`src/rtl/multiports_vdma_frame_ring.sv`:
```
`default_nettype none
// ----------------------------------------------------------------------------
// multiports_vdma_frame_ring : per-channel rotating frame-buffer ring for VDMA
// Rev 1.0 - initial release
// ----------------------------------------------------------------------------
module multiports_vdma_frame_ring #(
    parameter int          ASIZE       = 29,
    parameter int          CH_NUM      = 8,
    parameter int          BUF_NUM     = 3,
    parameter int unsigned FRAME_STEP  = 2211840,
    parameter int unsigned REGION_BASE = 0
) (
    input  logic              axi_aclk,
    input  logic              axi_rst,
    input  logic [CH_NUM-1:0] ch_enable,
    input  logic [CH_NUM-1:0] wr_frame_start,
    input  logic [CH_NUM-1:0] rd_frame_start,
    output logic [ASIZE-1:0]  wr_baseaddr [CH_NUM],
    output logic [ASIZE-1:0]  rd_baseaddr [CH_NUM],
    output logic [1:0]        wr_idx      [CH_NUM],
    output logic [1:0]        rd_idx      [CH_NUM],
    output logic [15:0]       drop_cnt    [CH_NUM]
);

    typedef enum logic [1:0] {
        ST_IDLE       = 2'd0,
        ST_WAIT_FIRST = 2'd1,
        ST_RUN        = 2'd2
    } state_t;

    localparam logic [1:0] LAST_IDX = 2'(BUF_NUM - 1);

    if ((BUF_NUM != 3 && BUF_NUM != 4) || ASIZE > 32) begin : g_param_check
        $error("multiports_vdma_frame_ring: BUF_NUM must be 3 or 4 and ASIZE <= 32");
    end

    // Ring slot address, formed at 32 bits then truncated to the DDR width.
    function automatic logic [ASIZE-1:0] buf_addr(input int unsigned ch, input logic [1:0] idx);
        logic [31:0] a;
        a = REGION_BASE + (ch * BUF_NUM + 32'(idx)) * FRAME_STEP;
        return a[ASIZE-1:0];
    endfunction

    function automatic logic [1:0] next_idx(input logic [1:0] i);
        return (i == LAST_IDX) ? 2'd0 : i + 2'd1;
    endfunction

    for (genvar g = 0; g < CH_NUM; g++) begin : g_ch
        state_t           state;
        logic [1:0]       wr_q, rd_q, done_q;
        logic [1:0]       rd_step, wr_step;
        logic             fresh_q, fresh_step;
        logic [15:0]      drop_q;
        logic [ASIZE-1:0] wr_base_q, rd_base_q;

        // Read event resolves first; the writer then skips the slot the reader now owns.
        always_comb begin
            rd_step    = rd_q;
            fresh_step = fresh_q;
            if (rd_frame_start[g] && fresh_q) begin
                rd_step    = done_q;
                fresh_step = 1'b0;
            end
            wr_step = next_idx(wr_q);
            if (wr_step == rd_step) begin
                wr_step = next_idx(wr_step);
            end
        end

        always_ff @(posedge axi_aclk) begin
            if (axi_rst || !ch_enable[g]) begin
                state     <= ST_IDLE;
                wr_q      <= 2'd0;
                rd_q      <= LAST_IDX;
                done_q    <= LAST_IDX;
                fresh_q   <= 1'b0;
                drop_q    <= 16'd0;
                wr_base_q <= buf_addr(g, 2'd0);
                rd_base_q <= buf_addr(g, LAST_IDX);
            end else begin
                case (state)
                    ST_IDLE: state <= ST_WAIT_FIRST;
                    ST_WAIT_FIRST: begin
                        if (wr_frame_start[g]) begin
                            state <= ST_RUN;
                        end
                    end
                    ST_RUN: begin
                        rd_q      <= rd_step;
                        rd_base_q <= buf_addr(g, rd_step);
                        fresh_q   <= fresh_step;
                        if (wr_frame_start[g]) begin
                            done_q    <= wr_q;
                            fresh_q   <= 1'b1;
                            wr_q      <= wr_step;
                            wr_base_q <= buf_addr(g, wr_step);
                            if (fresh_step && drop_q != 16'hFFFF) begin
                                drop_q <= drop_q + 16'd1;
                            end
                        end
                    end
                    default: state <= ST_IDLE;
                endcase
            end
        end

        assign wr_baseaddr[g] = wr_base_q;
        assign rd_baseaddr[g] = rd_base_q;
        assign wr_idx[g]      = wr_q;
        assign rd_idx[g]      = rd_q;
        assign drop_cnt[g]    = drop_q;
    end

endmodule
`default_nettype wire

```
`config.mk`:
```
export PLATFORM = sky130hd
export DESIGN_NAME = multiports_vdma_frame_ring
export DESIGN_NICKNAME = d
export VERILOG_FILES = /design/src/rtl/multiports_vdma_frame_ring.sv
export SDC_FILE = /design/constraint.sdc
export NUM_CORES = 1
export LEC_CHECK = 0
export CORE_AREA = 8 8 245 247
export DETAILED_ROUTE_END_ITERATION = 10
export DIE_AREA = 0 0 253 255
export MAX_ROUTING_LAYER = met4
export PLACE_DENSITY = 0.64
export SYNTH_ARGS = -nofsm -noshare
export SYNTH_HDL_FRONTEND = slang
export SYNTH_SLANG_ARGS = --single-unit
```
`constraint.sdc`:
```
create_clock -name axi_aclk -period 4.2 [get_ports axi_aclk]
set_clock_uncertainty 0.15 [all_clocks]
set_input_delay 0.84 -clock axi_aclk [delete_from_list [all_inputs] [get_ports axi_aclk]]
set_output_delay 0.84 -clock axi_aclk [all_outputs]
set_load 0.005 [all_outputs]
```
**Word-level counts from Yosys, hierarchy flattened**

Index checks and enable logic that the tools add are counted.
W data, S select, Z words.

- Register bits: 440
- Input port bits: 26
- Output and inout port bits: 624
- Word-level logic and storage cells: 310

- Add/subtract/negate cells: 38
- Multipliers: 16
- Eq/ne operators: 56
- Multiplexer cells: 64
- Bitwise logic cells: 8
- Reductions and logical operators: 64

Operator list:

| operator | count |
|---|---|
| $add A16 B1 Y16 const B | 8 |
| $ne A16 B16 Y1 const B | 8 |
| $mux W2 | 40 |
| $mul A5 B8 Y13 const B | 6 |
| $mul A6 B8 Y14 const B | 4 |
| $eq A2 B2 Y1 const B | 24 |
| $pmux W2 S3 | 8 |
| $add A2 B1 Y2 const B | 16 |
| $reduce_and A2 Y1 | 16 |
| $add A4 B2 Y5 const A | 6 |
| $add A5 B2 Y6 const A | 4 |
| $mul A4 B8 Y12 const B | 2 |
| $reduce_and A3 Y1 | 8 |
| $mul A3 B8 Y11 const B | 2 |
| $mul A2 B8 Y10 const B | 2 |
| $eq A2 B1 Y1 const B | 8 |
| $eq A2 B2 Y1 | 8 |
| $logic_and A1 B1 Y1 | 16 |
| $logic_not A2 Y1 | 8 |
| $mux W1 | 16 |
| $ne A2 B2 Y1 const B | 8 |
| $add A3 B2 Y4 const A | 2 |
| $logic_not A1 Y1 | 8 |
| $logic_or A1 B1 Y1 | 8 |
| other kinds (2) | 10 |

**Longest topological paths before layout**

Gate-level depths: netlist (run 1).

- Depth in word-level cells: 7
- Depth in mapped cells: 11
- Mapped depth without buffers: 11

**Worst setup path before layout (run 1)**

No wires, ideal clock.

- Path kind: input to register
- From: in rd_frame_start[5]
- To: reg g_ch[5].wr_base_q[15]
- Library setup time: 0.079 ns
- Arrival: 2.838 ns
- Data required time: 3.971 ns
- Slack: 1.133 ns
- Stages: 8
- Buffers on the path: 0
- Path through: a21boi_0 > nor2_1 > maj3_1 > or2_2 > ha_1 > or3_1 > o21a_1 > o211ai_1

- Longest elaborated chain between the ends: 6

Ends and longest elaborated chain:

| item | RTL line | source |
|---|---|---|
| start: declaration | 17 | `input logic [CH_NUM-1:0] rd_frame_start,` |
| $logic_and A1 B1 Y1 | 60 | `if (rd_frame_start[g] && fresh_q) begin` |
| $mux W2 | 60 |  |
| $eq A2 B2 Y1 | 65 | `if (wr_step == rd_step) begin` |
| $mux W2 | 65 |  |
| $add A4 B2 Y5 | 40 | `a = REGION_BASE + (ch * BUF_NUM + 32'(idx)) * FRAME_STEP;` |
| $mul A5 B8 Y13 | 40 |  |
| end signal: assignment | 78 | `wr_base_q <= buf_addr(g, 2'd0);` |
| end signal: assignment | 96 | `wr_base_q <= buf_addr(g, wr_step);` |
| end: declaration | 54 | `logic [ASIZE-1:0] wr_base_q, rd_base_q;` |

No other way between the ends.
A chain may end at the register's enable or synchronous reset.

**Worst setup path in the final report (run 1)**

- From: in rd_frame_start[3]
- To: reg g_ch[3].wr_base_q[15]

- Longest elaborated chain between the ends: 6

Ends and longest elaborated chain:

| item | RTL line | source |
|---|---|---|
| $logic_and A1 B1 Y1 | 60 |  |
| $mux W2 | 60 |  |
| via g_ch[3].rd_step[1] | 51 | `logic [1:0] rd_step, wr_step;` |
| $eq A2 B2 Y1 | 65 |  |
| $mux W2 | 65 |  |
| $add A4 B2 Y5 | 40 |  |
| $mul A5 B8 Y13 | 40 |  |
| end signal: assignment | 78 |  |
| end signal: assignment | 96 |  |
| end: declaration | 54 |  |

The timed path passes the listed nets, and every way through them passes these cells.

==> impl_results.md, run 1 <==
- Final setup vio count: 0
- CP startpoint kind: input port
- Max-cap viol count: 0
- Drt first-iter violations: 661
- Outcome: complete, no violations
- Initial antenna violation count: 1
- Dpl hpwl: approximately 39000 um
- Yosys reg bits: ~300
- Syn_area_per_cell: 8.33 um2
- P per Cell Area: 295 nW/um2
- RSZ-0062 raised after global routing: no
- Syn Inst Count: 2099
- Area of the mapped netlist: around 17000 um2
- Core area: about 56000 um2
- F_max: about 0.3 GHz
- Largest net degree at the start of global routing: 39
- Worst Hold Class: reg -> reg
- Setup Fix Bufs, Post-CTS: 0
- Max Buffers Root-to-Sink: 3
- Root buffer cell: clkbuf_16
- DRC: 0
- Place WS: 306 ps
- CTS resizes: 0
- Die Y: 255 um
- Antenna Nets Post-Route: 0
- Vias per cell: about 4.7
- First-pass DRT Iterations: 5
- Placer Congestion: 0.849
- Min cycle time layout: roughly 3300 ps
- H-Tree Depth: 2
- Async SR Flop Fraction: 0%
- CTS Buf Count: 37
- Max-slew headroom: 11.6%
- First-pass GRT wire length: 76300 um
- Sequential cell area fraction in the yosys report: 34.4%
- Placement Rows: 87
- Crit Path Max Fanout: 7
- WL/cell: ~16 um
- Final Worst Setup Slack: ~860 ps
- Leakage power: about 7.9 nW
- Die width: 253 um
- CTS tree: yes
- Gr ovfl total: 0
- I/O Pins: 650
- Nets: 2449
- WL final: 50100 um
- Clock Pin Slew Worst Setup and Hold Paths: ~50 ps
- Vias: 14.7k
- Max-slew violation total from the final report: 0
- Post-synth EDFFs: 0
- Clk_lat worst skew: 530 ps
- All-Layer GR Usage: 14.7%
- Cts hold-fix bufs: 0
- Commonest non-fill, non-tap cell in the layout: clkdlybuf4s50_1
- Period utilisation layout: between 70% and 80%
- Number of global-route vias before repair: 14.0k
- Max VDD drop: 0.227 mV
- Initial Util: 31.3%
- Most used DFF post-synth: dfxtp_1
- Synthesis Warnings: 0
- Area growth, synth to finish: 21.7%
- # clock sinks: 301
- Share of layout cells above drive strength 1: 4.63%
- Data arrival time of the worst path: between 3000 and 4000 ps
- Tightest Pin Transition: 1320 ps
- Count of port buffers added during placement: 344
- Crit end category: flip-flop
- Die area: 64500 um2
- Final hold viol count: 0
- Final Power: around 6.3 mW
- Most frequent cells in the layout: 344 x clkdlybuf4s50_1, 305 x conb_1, 301 x dfxtp_1
- Critical path class: in -> reg
- Yosys cell types: 69
- Setup TNS: 0 ps
- Req. time, crit path: 4460 ps
[worst paths after layout]
kind,endpoint,slack (ps),startpoint,depth (start not counted)
setup / recovery,g_ch[3].wr_base_q[15],860,rd_frame_start[3],10
hold / removal,g_ch[7].rd_base_q[14],290,g_ch[7].rd_base_q[14],2
setup reg to reg,g_ch[3].wr_base_q[15],1350,g_ch[3].fresh_q,9
hold reg to reg,g_ch[7].rd_base_q[14],290,g_ch[7].rd_base_q[14],2
[per-stage QoR]
step / instance area [um2] / hold WS [ps] / instances / util, %
after floorplan: 18600 / 282 / 2402 / -
after global placement: 20100 / 286 / 3069 / 35.9
after detailed placement: 20100 / 285 / 3069 / 35.9
after CTS: 21300 / 294 / 3130 / 38.0
after global routing: 21300 / 321 / 3131 / 38.0
final: 21300 / 294 / 3132 / 38.0
[where the power goes]
| group | switching, mW | total, mW | internal, mW |
|---|---|---|---|
| logic | 0.201 | 0.279 | 0.0776 |
| registers | 0.0131 | 2.88 | 2.87 |
| clock network | 1.23 | 3.12 | 1.89 |
| total | 1.45 | 6.28 | 4.84 |
[per-layer routing]
metal	wire, um	GRT usage (%)	up-vias	share of wire [%]
met1	20200	16.5	6891	40
met4	1530	5.11	0	3.1
li1	-	-	7265	-
met3	4110	4.50	79	8.2
met5	0	-	-	0
met2	24300	24.6	448	48
[worst max-delay path: stages]
cell,delay (ps)
clkdlybuf4s50_1,520
and3_1,260
nor2_1,250
inv_1,160
maj3_1,400
or2_2,310
ha_1,340
inv_1,80
and4_1,140
o311ai_0,290
[area by class of cell]
type / instances / area (um2)
fillers: 5656 / 34700
multi-input cells: 1597 / 9350
flip-flops and latches: 301 / 6030
repair buffers: 363 / 3590
clock buffers: 51 / 1070
well taps: 756 / 946
inverters: 52 / 195
clock inverters: 10 / 110
diodes: 2 / 5.00
[cells by family (layout without fill, tap and decap cells)]
kind of cell               Yosys count  in the layout  share of synthesized area (%)
AOI/OAI and AO/OA                  369            369                           14.4
xor gates and xnor gates             3              3                          0.150
adders and majority gates           77             77                           5.42
buffers and inverters              504            476                           18.6
DFF                                301            301                           34.4
muxes                               64             64                           3.69
other                                2            307                         0.0429
and+or+nand+nor                    779            779                           23.2
[registers in the layout, indices dropped and copies added, names as in the netlist]
signal,flops
g_ch.done_q,16
g_ch.drop_q,128
g_ch.fresh_q,8
g_ch.rd_base_q,52
g_ch.rd_q,13
g_ch.state,16
g_ch.wr_base_q,56
g_ch.wr_q,12
[Yosys cell counts (all sizes together) (29+ instances only)]
library cell | count | area, um2
a211oi | 48 | 360
nand2b | 68 | 425
nand3 | 83 | 415
o211ai | 29 | 218
inv | 52 | 195
o31ai | 35 | 263
nor2 | 78 | 293
clkbuf | 82 | 308
buf | 370 | 2760
nand4 | 46 | 288
nand2 | 281 | 1050
dfxtp | 301 | 6030
a21oi | 112 | 561
ha | 71 | 888
or4 | 32 | 240
mux2i | 60 | 601
Power figures use the tool's default switching activity.
==> inputs of run 2 (changes only) <==
- clock period: 4.2 -> 3.5 ns (I/O delays scaled with it)
==> run 2 against run 1 <==
Compared with the run above: die area stayed put; clock-buffer cell count rose by 3; via count grew 1.2%; worst setup slack got worse by 360 ps; worst hold slack better by 6.8 ps; power grew 23%; register-to-register slack got worse by 510 ps; global-route usage about the same; design area is 1.3% higher; clock power is 26% higher; utilization is 0.48 points higher; largest power group unchanged; highest routed layer unchanged.
==> impl_results.md, run 2 (synthesis gave the netlist of run 1 again) <==
- All-Layer GR Usage: 14.7% (about the same)
- Leakage power: 8.01 nW (was 7.85 nW)
- Clk_lat worst skew: 530 ps (about the same)
- Most flop-heavy register: g_ch.drop_q (unchanged)
- Crit Path Max Fanout: 6 (was 7)
- # clock sinks: 301 (unchanged)
- Commonest non-fill, non-tap cell in the layout: clkdlybuf4s50_1 (unchanged)
- Dpl hpwl: 39300 um (was 38600 um)
- Drt first-iter violations: 666 (was 661)
- First-pass GRT wire length: 76500 um (was 76300 um)
- Max-slew headroom: 39.4% (was 11.6%)
- Biggest registers after layout: g_ch.drop_q (128), g_ch.wr_base_q (56), g_ch.rd_base_q (52) (unchanged)
- Placement Rows: 87 (unchanged)
- Worst Hold Class: reg -> reg (unchanged)
- Initial Util: 31.3% (unchanged)
- Cts hold-fix bufs: 0 (unchanged)
- Tightest Pin Transition: 902 ps (was 1320 ps)
- Post-Layout Cell Count: 3161 (was 3132)
- WL/cell: 16.0 um (about the same)
- DRC: 0 (unchanged)
- CP startpoint kind: input port (unchanged)
- Critical path class: in -> reg (unchanged)
- Max-slew violation total from the final report: 0 (unchanged)
- CTS tree: yes (unchanged)
- Req. time, crit path: 3810 ps (was 4460 ps)
- F_max: approximately 0.33 GHz
- Outcome: complete, no violations (unchanged)
- Final setup vio count: 0 (unchanged)
- CTS resizes: 0 (unchanged)
- Period utilisation layout: 85.9%
- Largest net degree at the start of global routing: 39 (unchanged)
- Count of port buffers added during placement: 344 (unchanged)
- Min cycle time layout: 3010 ps
- Max VDD drop: 0.269 mV (was 0.227 mV)
- Placer Congestion: 0.891 (was 0.849)
- Gr ovfl total: 0 (unchanged)
- I/O Pins: 650 (unchanged)
- First-pass DRT Iterations: 5 (unchanged)
- Placed instance count: 3097 (was 3069)
- Initial antenna violation count: 2 (was 1)
- Final hold viol count: 0 (unchanged)
- Post-DP Area: 20300 um2 (was 20100 um2)
- Fin Hold WS: 300 ps (was 294 ps)
- RSZ-0062 raised after global routing: no (unchanged)
- Hold path depth: 2 (unchanged)
- Setup Fix Bufs, Post-CTS: 0 (unchanged)
- Clock Pin Slew Worst Setup and Hold Paths: 60 ps (was 50 ps)
- P per Cell Area: 359 nW/um2 (was 295 nW/um2)
- Most frequent cells in the layout: 344 x clkdlybuf4s50_1, 305 x conb_1, 301 x dfxtp_1 (unchanged)
- CTS Buf Count: 37 (unchanged)
- Core area: 56000 um2 (unchanged)
- Max FFs per register: 128 (unchanged)
- WL final: 50600 um (was 50100 um)
- Antenna Nets Post-Route: 0 (unchanged)
- Die Y: 255 um (unchanged)
- Crit end category: flip-flop (unchanged)
- Vias per cell: 4.70 (was 4.69)
- Die area: 64500 um2 (unchanged)
- Vias: 14.9k (was 14.7k)
- Root buffer cell: clkbuf_16 (unchanged)
- Die width: 253 um (unchanged)
- Fin area: 21600 um2 (was 21300 um2)
- Share of layout cells above drive strength 1: 5.66% (was 4.63%)
- Nets: 2477 (was 2449)
- Max-cap viol count: 0 (unchanged)
- Data arrival time of the worst path: 3310 ps (was 3610 ps)
- Area growth, synth to finish: 23.2% (was 21.7%)
- Number of global-route vias before repair: 14.1k (was 14.0k)
- Max Buffers Root-to-Sink: 3 (unchanged)
- H-Tree Depth: 2 (unchanged)
- Fin util: 38.5% (was 38.0%)
- R2r worst-path depth: 9 (unchanged)
-- run 2: cell types whose count changed in the layout (fill, tap and decap cells not counted) --
cell,previous run,this run
clkbuf_16,37,38
inv_6,2,0
clkinv_2,5,3
bufinv_16,2,4
clkbuf_8,9,7
buf_4,19,47
clkbuf_1,5,9
clkinv_8,0,1
diode_2,2,1
-- run 2: metal layers --
metal  GRT usage, %  part of all wire (%)
met4           4.44                   2.5
met5              -                     0
met2           25.1                    49
met1           16.7                    41
met3           4.06                   7.3
-- run 2: per-stage QoR --
stage | setup WS, ps | TNS (ps) | total power [mW]
detailed placement | -21.5 | -21.5 | 3.86
floorplan | 573 | 0 | 3.98
global route | 405 | 0 | 8.03
global placement | 40.6 | 0 | 3.85
finish | 495 | 0 | 7.74
CTS | 554 | 0 | 7.85
-- run 2: final timing paths --
check	startpoint	endpoint	slack, ps
worst min register to register	g_ch[0].wr_base_q[17]	g_ch[0].wr_base_q[17]	300
worst max-delay path	rd_frame_start[5]	g_ch[5].wr_base_q[15]	490
worst min-delay path	g_ch[0].wr_base_q[17]	g_ch[0].wr_base_q[17]	300
worst max register to register	g_ch[5].fresh_q	g_ch[5].wr_base_q[15]	840
-- run 2: worst max-delay path, cell delays in order --
cell and delay, ps:
clkdlybuf4s50_1 570, a21bo_2 190, and2_1 160, inv_1 70
maj3_1 340, or2_2 310, ha_1 330, or3_1 400
o21a_1 170, o211ai_1 70
-- run 2: area by class of cell --
cell class | count | area (um2)
Antenna cell | 1 | 2.50
Inverter | 52 | 195
Clock buffer | 54 | 1080
Fill cell | 5693 | 34400
Timing Repair Buffer | 391 | 3800
Sequential cell | 301 | 6030
Multi-Input combinational cell | 1597 | 9350
Tap cell | 756 | 946
Clock inverter | 9 | 159
-- run 2: where the power goes --
| part | switching [mW] | leakage (nW) | total (mW) | internal (mW) |
|---|---|---|---|---|
| Combinational | 0.244 | 4.97 | 0.344 | 0.0998 |
| Sequential | 0.0159 | 2.43 | 3.46 | 3.44 |
| Clock | 1.50 | 0.605 | 3.93 | 2.43 |
| Total | 1.76 | 8.01 | 7.74 | 5.97 |
==> inputs of run 3 (changes only) <==
- CORE_AREA: 8 8 245 247 -> 2 2 253 255
- DIE_AREA: 0 0 253 255 -> 0 0 255 257
- PLACE_DENSITY: 0.64 -> 0.59
==> run 3 against run 2 <==
Compared with the run above: power down 0.51%; register-to-register slack worse by 100 ps; critical path depth unchanged; combinational power down 3%; design area up 0.14%; critical path type unchanged; sequential cell count unchanged; largest cell class unchanged; clock-buffer cell count down 2; clock power about the same; final cell count up 2.7%; critical endpoint unchanged.
==> impl_results.md, run 3 (synthesis gave the netlist of run 1 again) <==
- Max-cap viol count: 0 (unchanged)
- Outcome: complete, no violations (unchanged)
- Number of global-route vias before repair: 13.5k (was 14.1k)
- F_max: 0.335 GHz (was 0.333 GHz)
- Area of the multi-input gates: 9350 um2 (about the same)
- Max-slew violation total from the final report: 0 (unchanged)
- Crit Path Max Fanout: 6 (unchanged)
- Placer Congestion: 0.866 (was 0.891)
- Nets: 2471 (was 2477)
- H-Tree Depth: 2 (unchanged)
- CP Buf/Inv Count: 2 (unchanged)
- Min cycle time layout: 2990 ps (was 3010 ps)
- Max-slew headroom: 36.9% (was 39.4%)
- P per Cell Area: 357 nW/um2 (was 359 nW/um2)
- CTS Buf Count: 38 (was 37)
- Period utilisation layout: 85.3% (was 85.9%)
- Count of port buffers added during placement: 344 (unchanged)
- Final hold viol count: 0 (unchanged)
- Register Area: 6030 um2 (unchanged)
- Crit-path cells: clkdlybuf4s50_1 > a21bo_2 > and2_1 > inv_1 > maj3_1 > or2_2 > ha_1 > or3_1 > o21a_1 > o211ai_1 (unchanged)
- All-Layer GR Usage: 14.3% (was 14.7%)
- Max VDD drop: 0.265 mV (was 0.269 mV)
- CTS resizes: 0 (unchanged)
- Most frequent cells in the layout: 343 x clkdlybuf4s50_1, 305 x conb_1, 301 x dfxtp_1 (was 344 x clkdlybuf4s50_1, 305 x conb_1, 301 x dfxtp_1)
- Vias per cell: 4.57 (was 4.70)
- Biggest registers after layout: g_ch.drop_q (128), g_ch.wr_base_q (56), g_ch.rd_base_q (52) (unchanged)
- Diode count: 0 (was 1)
- Antenna Nets Post-Route: 0 (unchanged)
- Setup TNS: 0 ps (unchanged)
- Most flop-heavy register: g_ch.drop_q (unchanged)
- Commonest non-fill, non-tap cell in the layout: clkdlybuf4s50_1 (unchanged)
- First-pass GRT wire length: 74200 um (was 76500 um)
- WL/cell: 14.9 um (was 16.0 um)
- Initial antenna violation count: 0 (was 2)
- Dpl hpwl: 36300 um (was 39300 um)
- Fin area: 21600 um2 (about the same)
- Placement Rows: 92 (was 87)
- Max Buffers Root-to-Sink: 3 (unchanged)
- CP delay by family, top: simple AND/OR/NAND/NOR gates (unchanged)
- Largest stage delay on the critical path: 550 ps (was 570 ps)
- Post-Layout Cell Count: 3245 (was 3161)
- Initial Util: 27.9% (was 31.3%)
- Critical path class: in -> reg (unchanged)
- Cts hold-fix bufs: 0 (unchanged)
- Data arrival time of the worst path: 3300 ps (was 3310 ps)
- Worst Hold Class: reg -> reg (unchanged)
- I/O Pins: 650 (unchanged)
- Die Y: 257 um (was 255 um)
- Die area: 65500 um2 (was 64500 um2)
- CTS tree: yes (unchanged)
- DRC: 0 (unchanged)
- Req. time, crit path: 3820 ps (was 3810 ps)
- Area growth, synth to finish: 23.4% (was 23.2%)
- CP startpoint kind: input port (unchanged)
- Max FFs per register: 128 (unchanged)
- WL final: 48200 um (was 50600 um)
- RSZ-0062 raised after global routing: no (unchanged)
- Core area: 62700 um2 (was 56000 um2)
- # clock sinks: 301 (unchanged)
- Final setup vio count: 0 (unchanged)
- Setup Fix Bufs, Post-CTS: 0 (unchanged)
- Drt first-iter violations: 775 (was 666)
- Tightest Pin Transition: 947 ps (was 902 ps)
- First-pass DRT Iterations: 5 (unchanged)
- Largest net degree at the start of global routing: 39 (unchanged)
- Vias: 14.8k (was 14.9k)
- Placed instance count: 3180 (was 3097)
- Crit end category: flip-flop (unchanged)
- Root buffer cell: clkbuf_16 (unchanged)
- Leakage power: 7.96 nW (was 8.01 nW)
- Gr ovfl total: 0 (unchanged)
- Layout fillers: 6447 (was 5693)
- Clock Pin Slew Worst Setup and Hold Paths: 60 ps (about the same)
- Die width: 255 um (was 253 um)
- Share of layout cells above drive strength 1: 5.50% (was 5.66%)
- Clk_lat worst skew: 540 ps (was 530 ps)
- CP max-delay cell: clkdlybuf4s50_1 (unchanged)
- Post-DP Area: 20400 um2 (was 20300 um2)
-- run 3: cell count changes in the layout (fill, tap and decap cells not counted), sizes merged --
cell / before / now
diode: 1 / 0
clkbuf: 54 / 52
clkinv: 4 / 6
bufinv: 4 / 3
buf: 47 / 41
clkdlybuf4s50: 344 / 343
clkinvlp: 1 / 2
inv: 52 / 54
-- run 3: layer usage --
| metal | routed length [um] | up-vias | global-route usage (%) |
|---|---|---|---|
| li1 | - | 7305 | - |
| met1 | 20400 | 7026 | 16.9 |
| met2 | 23400 | 452 | 23.7 |
| met3 | 3390 | 62 | 3.89 |
| met4 | 1060 | 0 | 3.85 |
| met5 | 0 | - | - |
-- run 3: power by group --
part | leakage [nW] | switching, mW | internal (mW)
logic | 4.95 | 0.237 | 0.0956
registers | 2.43 | 0.0158 | 3.44
clock network | 0.590 | 1.57 | 2.33
total | 7.96 | 1.82 | 5.87
-- run 3: layout make-up --
| cell class | count | area share, % |
|---|---|---|
| flip-flops and latches | 301 | 27.9 |
| clock inverters | 13 | 0.742 |
| repair buffers | 384 | 17.3 |
| clock buffers | 52 | 4.89 |
| well taps | 846 | 4.90 |
| multi-input cells | 1597 | 43.3 |
| inverters | 52 | 0.904 |
-- run 3: metrics by stage --
| step | setup WS, ps | hold slack (ps) | total power, mW | util, % |
|---|---|---|---|---|
| global placement | 27.0 | 287 | 3.85 | 32.5 |
| detailed placement | -12.2 | 290 | 3.86 | 32.5 |
| global route | 377 | 313 | 8.02 | 34.4 |
| finish | 514 | 293 | 7.70 | 34.4 |
| floorplan | 573 | 282 | 3.98 | - |
| CTS | 580 | 298 | 7.83 | 34.4 |
-- run 3: worst min-delay path, delay by kind of cell, from the launching register on --
| family | cells | cell delay, ps |
|---|---|---|
| simple gates | 2 | 90 |
| flops | 1 | 310 |
-- run 3: path summary, 6_finish.rpt --
path	from	endpoint	slack (ps)	depth (start not counted)
max	rd_frame_start[5]	g_ch[5].wr_base_q[15]	510	10
min	g_ch[7].rd_base_q[14]	g_ch[7].rd_base_q[14]	290	2
max reg2reg	g_ch[3].fresh_q	g_ch[3].wr_base_q[15]	740	9
min reg2reg	g_ch[7].rd_base_q[14]	g_ch[7].rd_base_q[14]	290	2
